<file path="config.mk">
export PLATFORM = sky130hd
export DESIGN_NAME = iot_event_encoder_flat
export DESIGN_NICKNAME = d
export VERILOG_FILES = /design/src/rtl/iot_event_encoder_if.sv /design/src/rtl/iot_event_encoder.sv /design/src/flat_wrapper.sv
export SDC_FILE = /design/constraint.sdc
export NUM_CORES = 1
export LEC_CHECK = 0
export BUFFER_PORTS_ARGS = -buffer_cell sky130_fd_sc_hd__buf_2
export CAP_MARGIN = 20
export CORE_MARGIN = 2
export CORE_UTILIZATION = 54
export CTS_CLUSTER_SIZE = 28
export DETAILED_ROUTE_END_ITERATION = 8
export GPL_ROUTABILITY_DRIVEN = 0
export PLACE_DENSITY = 0.85
export SLEW_MARGIN = 20
export SYNTH_ARGS = -nofsm -noshare
export SYNTH_HDL_FRONTEND = slang
export SYNTH_SLANG_ARGS = --single-unit
</file>
<file path="constraint.sdc">
create_clock -name clk -period 4.7 [get_ports clk]
set_input_delay 0.235 -clock clk [delete_from_list [all_inputs] [get_ports clk]]
set_output_delay 0.235 -clock clk [all_outputs]
set_load 0.02 [all_outputs]
</file>
<file path="src/rtl/iot_event_encoder_if.sv">
// Change/on_off event bus between the event encoder and the active-device counter.
// The encoder takes the master modport.
interface iot_event_encoder_if #(
   parameter int unsigned N_DEV = 8,
   parameter int unsigned ID_W  = 3,
   parameter int unsigned CNT_W = 8
);
   logic [N_DEV-1:0] dev_active;
   logic             hold;
   logic             change;
   logic             on_off;
   logic [ID_W-1:0]  dev_id;
   logic             busy;
   logic [CNT_W-1:0] active_count;

   modport master (
      input  dev_active,
      input  hold,
      output change,
      output on_off,
      output dev_id,
      output busy,
      output active_count
   );

   modport slave (
      output dev_active,
      output hold,
      input  change,
      input  on_off,
      input  dev_id,
      input  busy,
      input  active_count
   );
endinterface

</file>
<file path="src/rtl/iot_event_encoder.sv">
// Serialises net device on/off state changes into single-cycle change strobes,
// granting one device per cycle round-robin and tracking a shadow active count.
module iot_event_encoder #(
   parameter int unsigned N_DEV = 8,
   parameter int unsigned ID_W  = 3,
   parameter int unsigned CNT_W = 8
) (
   input  logic                clk,
   input  logic                rst,
   iot_event_encoder_if.master ev
);
   logic [N_DEV-1:0] level_q, level_d;
   logic [N_DEV-1:0] reported_q, reported_d;
   logic [N_DEV-1:0] pending;
   logic [ID_W-1:0]  rr_ptr_q, rr_ptr_d;
   logic [ID_W-1:0]  dev_id_q, dev_id_d;
   logic             change_q, change_d;
   logic             on_off_q, on_off_d;
   logic [CNT_W-1:0] cnt_q, cnt_d;

   logic             gnt_valid;
   logic [ID_W-1:0]  gnt_idx;
   logic [ID_W:0]    scan_idx;

   // A device toggled back before being granted simply stops being pending.
   assign pending = level_q ^ reported_q;

   always_comb begin
      gnt_valid = 1'b0;
      gnt_idx   = '0;
      scan_idx  = '0;
      for (int unsigned k = 0; k < N_DEV; k++) begin
         // One extra bit so the wrap compare also works when N_DEV is not a power of two.
         scan_idx = {1'b0, rr_ptr_q} + (ID_W+1)'(k);
         if (scan_idx >= (ID_W+1)'(N_DEV)) begin
            scan_idx = scan_idx - (ID_W+1)'(N_DEV);
         end
         if (!gnt_valid && pending[scan_idx[ID_W-1:0]]) begin
            gnt_valid = 1'b1;
            gnt_idx   = scan_idx[ID_W-1:0];
         end
      end
   end

   always_comb begin
      level_d    = ev.dev_active;
      reported_d = reported_q;
      rr_ptr_d   = rr_ptr_q;
      change_d   = 1'b0;
      on_off_d   = 1'b0;
      dev_id_d   = '0;
      cnt_d      = cnt_q;
      if (!ev.hold && gnt_valid) begin
         change_d            = 1'b1;
         on_off_d            = level_q[gnt_idx];
         dev_id_d            = gnt_idx;
         reported_d[gnt_idx] = level_q[gnt_idx];
         rr_ptr_d            = (gnt_idx == ID_W'(N_DEV - 1)) ? '0 : gnt_idx + ID_W'(1);
         cnt_d               = level_q[gnt_idx] ? cnt_q + CNT_W'(1) : cnt_q - CNT_W'(1);
      end
   end

   always_ff @(posedge clk) begin
      if (rst) begin
         level_q    <= '0;
         reported_q <= '0;
         rr_ptr_q   <= '0;
         change_q   <= 1'b0;
         on_off_q   <= 1'b0;
         dev_id_q   <= '0;
         cnt_q      <= '0;
      end else begin
         level_q    <= level_d;
         reported_q <= reported_d;
         rr_ptr_q   <= rr_ptr_d;
         change_q   <= change_d;
         on_off_q   <= on_off_d;
         dev_id_q   <= dev_id_d;
         cnt_q      <= cnt_d;
      end
   end

   assign ev.change       = change_q;
   assign ev.on_off       = on_off_q;
   assign ev.dev_id       = dev_id_q;
   assign ev.active_count = cnt_q;
   assign ev.busy         = |pending;
endmodule

</file>
<file path="src/flat_wrapper.sv">
// flat-port wrapper written by rule: the top's interface ports become plain ports
module iot_event_encoder_flat 
#(
   parameter int unsigned N_DEV = 8,
   parameter int unsigned ID_W  = 3,
   parameter int unsigned CNT_W = 8
)
  (clk, rst, ev_dev_active, ev_hold, ev_change, ev_on_off, ev_dev_id, ev_busy, ev_active_count);
  iot_event_encoder_if #(.N_DEV(N_DEV), .ID_W(ID_W), .CNT_W(CNT_W)) ev_i ();
  input  logic clk;
  input  logic rst;
  input wire logic [$bits(ev_i.dev_active)-1:0] ev_dev_active;
  input wire logic [$bits(ev_i.hold)-1:0] ev_hold;
  output wire logic [$bits(ev_i.change)-1:0] ev_change;
  output wire logic [$bits(ev_i.on_off)-1:0] ev_on_off;
  output wire logic [$bits(ev_i.dev_id)-1:0] ev_dev_id;
  output wire logic [$bits(ev_i.busy)-1:0] ev_busy;
  output wire logic [$bits(ev_i.active_count)-1:0] ev_active_count;
  assign ev_i.dev_active = ev_dev_active;
  assign ev_i.hold = ev_hold;
  assign ev_change = ev_i.change;
  assign ev_on_off = ev_i.on_off;
  assign ev_dev_id = ev_i.dev_id;
  assign ev_busy = ev_i.busy;
  assign ev_active_count = ev_i.active_count;
  iot_event_encoder #(.N_DEV(N_DEV), .ID_W(ID_W), .CNT_W(CNT_W)) u_core (.clk(clk), .rst(rst), .ev(ev_i));
endmodule
</file>
; ---- Word level (Yosys, flattened, before mapping)
; Index checks and enable logic that the tools add are counted.
[word_totals]
reg_bits = 32
in_bits = 11
output_inout_bits = 14
word_cells = 113
[classes]
addsub = 18
magnitude_cmp = 18
n_eq_ne = 1
n_mux = 48
bitwise = 2
reduce_logical = 19
[ops]
columns = cell, n
row1 = $mux 3, 17
row2 = $lt 3x4->1 const B, 9
row3 = $ge 4x4->1 const B, 7
row4 = $bmux 1 s3, 9
row5 = $sub 3x1->3 const B, 8
row6 = $mux 1, 19
row7 = $add 3x3->4 const B, 4
row8 = $logic_and 1x1->1, 9
row9 = $add 3x2->4 const B, 2
row10 = $add 8x1->8 const B, 1
row11 = $bwmux 8, 1
row12 = $logic_not 1->1, 8
row13 = $mux 8, 1
row14 = $reduce_or 8->1, 1
row15 = $sub 8x1->8 const B, 1
row16 = $xor 8x8->8, 1
row17 = $add 3x1->4 const B, 1
row18 = $ge 3x4->1 const B, 1
row19 = $add 3x1->3 const B, 1
row20 = $demux 1 s3, 1
row21 = $eq 3x3->1 const B, 1
row22 = $ge 3x1->1 const B, 1
row23 = $reduce_or 2->1, 1
row24 = $not 1->1, 1

; ---- Longest topological paths before layout
[depth]
word_depth = 31
depth_mapped = 20
depth_no_buf = 16

; ---- Worst setup path after synthesis
; Ideal clock, no wire load.
[synth_path]
kind = reg2reg
start = register u_core.rr_ptr_q[1]
end = register u_core.cnt_q[2], in the netlist u_core.ev.active_count[2]
setup_ns = 0.123
t_arrival_ns = 4.732
required_ns = 4.577
path_slack_ns = -0.156
stages_incl_launch_ff = 20
n_path_buf = 5
period_less_slack_ns = 4.856
cell_sequence = dfxtp_1 -> clkbuf_1 -> inv_1 -> clkbuf_1 -> ha_1 -> clkbuf_1 -> mux4_2 -> mux2i_1 -> nor2b_4 -> a221o_1 -> o2bb2ai_4 -> buf_6 -> mux2i_1 -> mux4_2 -> buf_6 -> xor2_1 -> ha_1 -> or3_1 -> mux2i_1 -> mux2_1
[synth_via]
elab_chain_len = 29
elab_cells_between_ends = 81
classes_between = add/sub (15) / order compare (8) / mux (43) / reduce/logical (15)
[synth_lines]
columns = element, line
row1 = "start, declared", iot_event_encoder.sv:15  ; logic [ID_W-1:0] rr_ptr_q, rr_ptr_d;
row2 = "start signal, assigned", iot_event_encoder.sv:75  ; rr_ptr_q <= rr_ptr_d;
row3 = "parallel branches: the longest is 25 deep, another holds $add 3x1->4", --
row4 = $mux 3 *, iot_event_encoder.sv:38  ; if (!gnt_valid && pending[scan_idx[ID_W-1:0]]) begin
row5 = via u_core.gnt_idx[1], iot_event_encoder.sv:22  ; logic [ID_W-1:0] gnt_idx;
row6 = $bmux 1 s3 *, iot_event_encoder.sv:59  ; cnt_d = level_q[gnt_idx] ? cnt_q + CNT_W'(1) : cnt_q - CNT_W'(1);
row7 = $mux 1 (implied by the code) *, iot_event_encoder.sv:59
row8 = $mux 8 *, iot_event_encoder.sv:59
row9 = "end signal, assigned", iot_event_encoder.sv:79  ; cnt_q <= cnt_d;
row10 = "end, declared", iot_event_encoder.sv:19  ; logic [CNT_W-1:0] cnt_q, cnt_d;
; Mark *: on every way through the listed nets, which the timed path passes. The select of a mux whose other input is x is not followed.
; A chain may end at the register's enable or synchronous reset.

; ---- Worst setup path after layout
[layout_path]
start = register u_core.rr_ptr_q[1]
end = register u_core.cnt_q[2], in the netlist u_core.ev.active_count[2]
[layout_via]
elab_chain_len = 29
elab_cells_between_ends = 81
classes_between = add/sub (15) / order compare (8) / mux (43) / reduce/logical (15)
[layout_lines]
columns = element
row1 = "parallel branches: the longest is 29 deep, another holds $add 3x1->4"
; Several ways; the timed one is not identified. The select of a mux whose other input is x is not followed.

==> out/metrics.yaml <==
run_status:
  status: "completed"
timing:
  finalSetupTns_ns: 0
  slew_viol_final: 0
  fmax_mhz: 224.4
  relSlewSlack_pct: 38.69
  min_period_ns: 4.457
  finalSetupViolCount: 0
  fin_ws_ns: 0.2433
  worstMarginPinSlew_ns: 0.9196
  worst_hold_slack_ns: 0.1562
  finalHoldViolCount: 0
  rsz0062_at_grt: "false"
  period_share_pct: 94.82
  skew_ns: 0.006676
synth:
  synth_edf_count: 0
  synth.area.top_cells: "dfxtp_1 25%, mux4_2 10%, mux2i_1 6.5%, mux4_1 4.0%, nor2_1 3.9%"
  ys_ff_latch: 32
  synthTopCellsByCount: "32 x dfxtp_1, 27 x nor2_1, 21 x nand2_1, 17 x mux2i_1, 14 x nor2b_1"
  synth_nets: 289
  synth_top_area_share_pct: 24.62
  syn_area_um2: 2602
  syn_inst: 273
  synth-main-ff-cell: "dfxtp_1"
  ys.warnings.count: 0
  synth_area_leader_cell: "dfxtp_1"
  syn_area_per_cell_um2: 9.533
  ys_seq_area_share_pct: 24.62
  async_flop_share_pct: 0
  yosysMostFrequentCell: "dfxtp_1"
  ys_types: 59
layout:
  area_growth_pct: 11.87
  n_antenna_cell: 0
  nNetsFinal: 317
  drive_gt1_share_pct: 27.57
  finish.utilization_pct: 62.05
power:
  seqPwrFrac_pct: 17.8
  fin_total_pwr_mw: 2.437
  switching_share_pct: 47.13
  p_switching_mw: 1.149
  clock_power_share_pct: 9.0
  internal-power_mw: 1.288
  p_comb_share_pct: 73.2
  ir_drop_uv: 489.3
  power_leakage_nw: 1.207
  power_density_nw_per_um2: 836.9
clock_tree:
  cts_tree: "done"
  worstSkewPairLatency_ns: 0.28
  clock-sinks: 32
  holdBufCountCts: 0
  root_buffer: "clkbuf_8"
  clk_pin_slew_ns: 0.06
  cts_buffers: 5
  post_cts_resized: 0
  post_cts_buffers: 0
  cts_max_path_buffers: 2
  h-tree-depth: 2
floorplanning:
  fp.dieH_um: 73.42
  fp.coreArea_um2: 4692
  pin_count: 25
  core.rowCount: 25
  initial_utilization_pct: 55.47
  die_w_um: 73.42
  dieArea_um2: 5391
global_route:
  first_global_vias: 2271
  grt_max_degree: 38
  grt_pass1_wl_um: 10280
  antenna_found_initial: 0
  grt.overflow.total: 0
  grt_use_total_pct: 24.79
critical_path:
  startpoint_type: "flop"
  critPathTopFamily: "multiplexers"
  worstPathRequired_ns: 4.87
  path_common_cell: "mux2i_1"
  critPathKind: "flop to flop"
  worstPathCellList: "inv_1, ha_2, xor2_2, mux4_2, mux2i_1, o22ai_1, a41oi_1, o2bb2ai_4, mux2i_1, mux4_2, xor2_1, ha_1, or3_1, mux2i_1, mux2_1"
  worst-path-max-fanout: 11
  crit_slowest_cell: "mux4_2"
  cp_num_buf_inv: 1
  cp-end-kind: "flop"
  cp.arrival_ns: 4.63
  max_stage_delay_ns: 0.56
drt:
  routed_wirelength_um: 6146
  drtIter0Drc: 185
  viasPerCell: 6.338
  wl_per_cell_um: 17.31
  vias: 2250
  postRouteAntennaNets: 0
  dr.pass1.iters: 4
  drc_errors: 0
flow_run:
  maxCapViolCount: 0
placement:
  port_buffers: 24
  dp_slack_ns: 0.1202
  dp_hpwl_um: 4602
worst_hold_path:
  hp-class: "primary input to flop"
## flip-flops by register name, summed over array words and instances (netlist names)
register                cells
u_core.ev.active_count      8
u_core.level_q              8
u_core.reported_q           8
u_core.ev.dev_id            3
u_core.rr_ptr_q             3
u_core.ev.change            1
u_core.ev.on_off            1
## power groups by stage
| stage | clock (mW) | combinational (mW) | sequential (mW) |
|---|---|---|---|
| global placement | 0 | 1.70 | 0.430 |
| floorplan | 0 | 1.38 | 0.456 |
| finish | 0.220 | 1.78 | 0.433 |
| CTS | 0.224 | 1.76 | 0.428 |
| detailed placement | 0 | 1.75 | 0.432 |
| global route | 0.239 | 1.92 | 0.443 |
## worst paths after layout
path	slack, ns	end	start	cells after the start
setup / recovery	0.24	u_core.ev.active_count[2]	u_core.rr_ptr_q[1]	15
hold / removal	0.16	u_core.level_q[3]	ev_dev_active[3]	2
setup reg to reg	0.24	u_core.ev.active_count[2]	u_core.rr_ptr_q[1]	15
hold reg to reg	0.50	u_core.rr_ptr_q[0]	u_core.rr_ptr_q[0]	2
## worst reg2reg max path, delay by kind of cell (launching register included)
kind                       cells  cell delay, ns
buffers and inverters          1            0.09
muxes                          6            1.99
AOI/OAI and AO/OA              3            0.65
xor gates and xnor gates       2            0.41
adders and majority gates      2            0.50
and+or+nand+nor                1            0.35
DFF                            1            0.34
## metrics by stage
stage | area, um^2 | cells
6_report | 2912 | 355
5_1_grt | 2912 | 355
4_1_cts | 2893 | 355
3_5_place_dp | 2796 | 348
3_3_place_gp | 2796 | 348
2_1_floorplan | 2609 | 273
## placed cells by master (no fill, tap or decap), types with 3 or more instances in the layout
master,synthesis,final
nor4_1,4,4
buf_2,0,24
nor3_1,6,6
ha_1,5,3
or2_2,3,3
mux4_2,12,12
mux2_1,6,6
inv_1,6,6
o21ai_0,6,6
nand3_1,3,3
xnor2_1,10,9
nand4_1,4,4
a211oi_1,5,5
buf_4,2,14
nand2b_1,4,4
nor2_1,27,27
or3_1,3,3
a21oi_1,10,10
xor2_1,10,9
mux2i_1,17,17
a311oi_1,3,3
nand2_1,21,21
dfxtp_1,32,31
mux4_1,4,4
clkbuf_8,0,7
nor2b_1,14,14
## cell families after synthesis
logic type | share of synthesized area [%]
xor gates and xnor gates | 7.356
adders and majority gates | 2.404
buffers and inverters | 6.202
AOI/OAI and AO/OA | 12.84
and+or+nand+nor | 21.01
muxes | 25.58
DFF | 24.62
## area by class of cell
| type | count | area, um^2 |
|---|---|---|
| fillers | 386 | 1780 |
| clock buffers | 7 | 96.34 |
| inverters | 9 | 60.06 |
| repair buffers | 38 | 225.2 |
| multi-input cells | 215 | 1821 |
| flip-flops and latches | 32 | 641.9 |
| well taps | 54 | 67.56 |
## layer usage
metal	vias up	wire length, um	track usage (%)
met5	-	0	0
met4	0	196	12.73
met3	20	308	5.075
met2	76	3098	42.24
met1	1099	2542	29.45
li1	1055	-	-
Power figures use the tool's default switching activity.
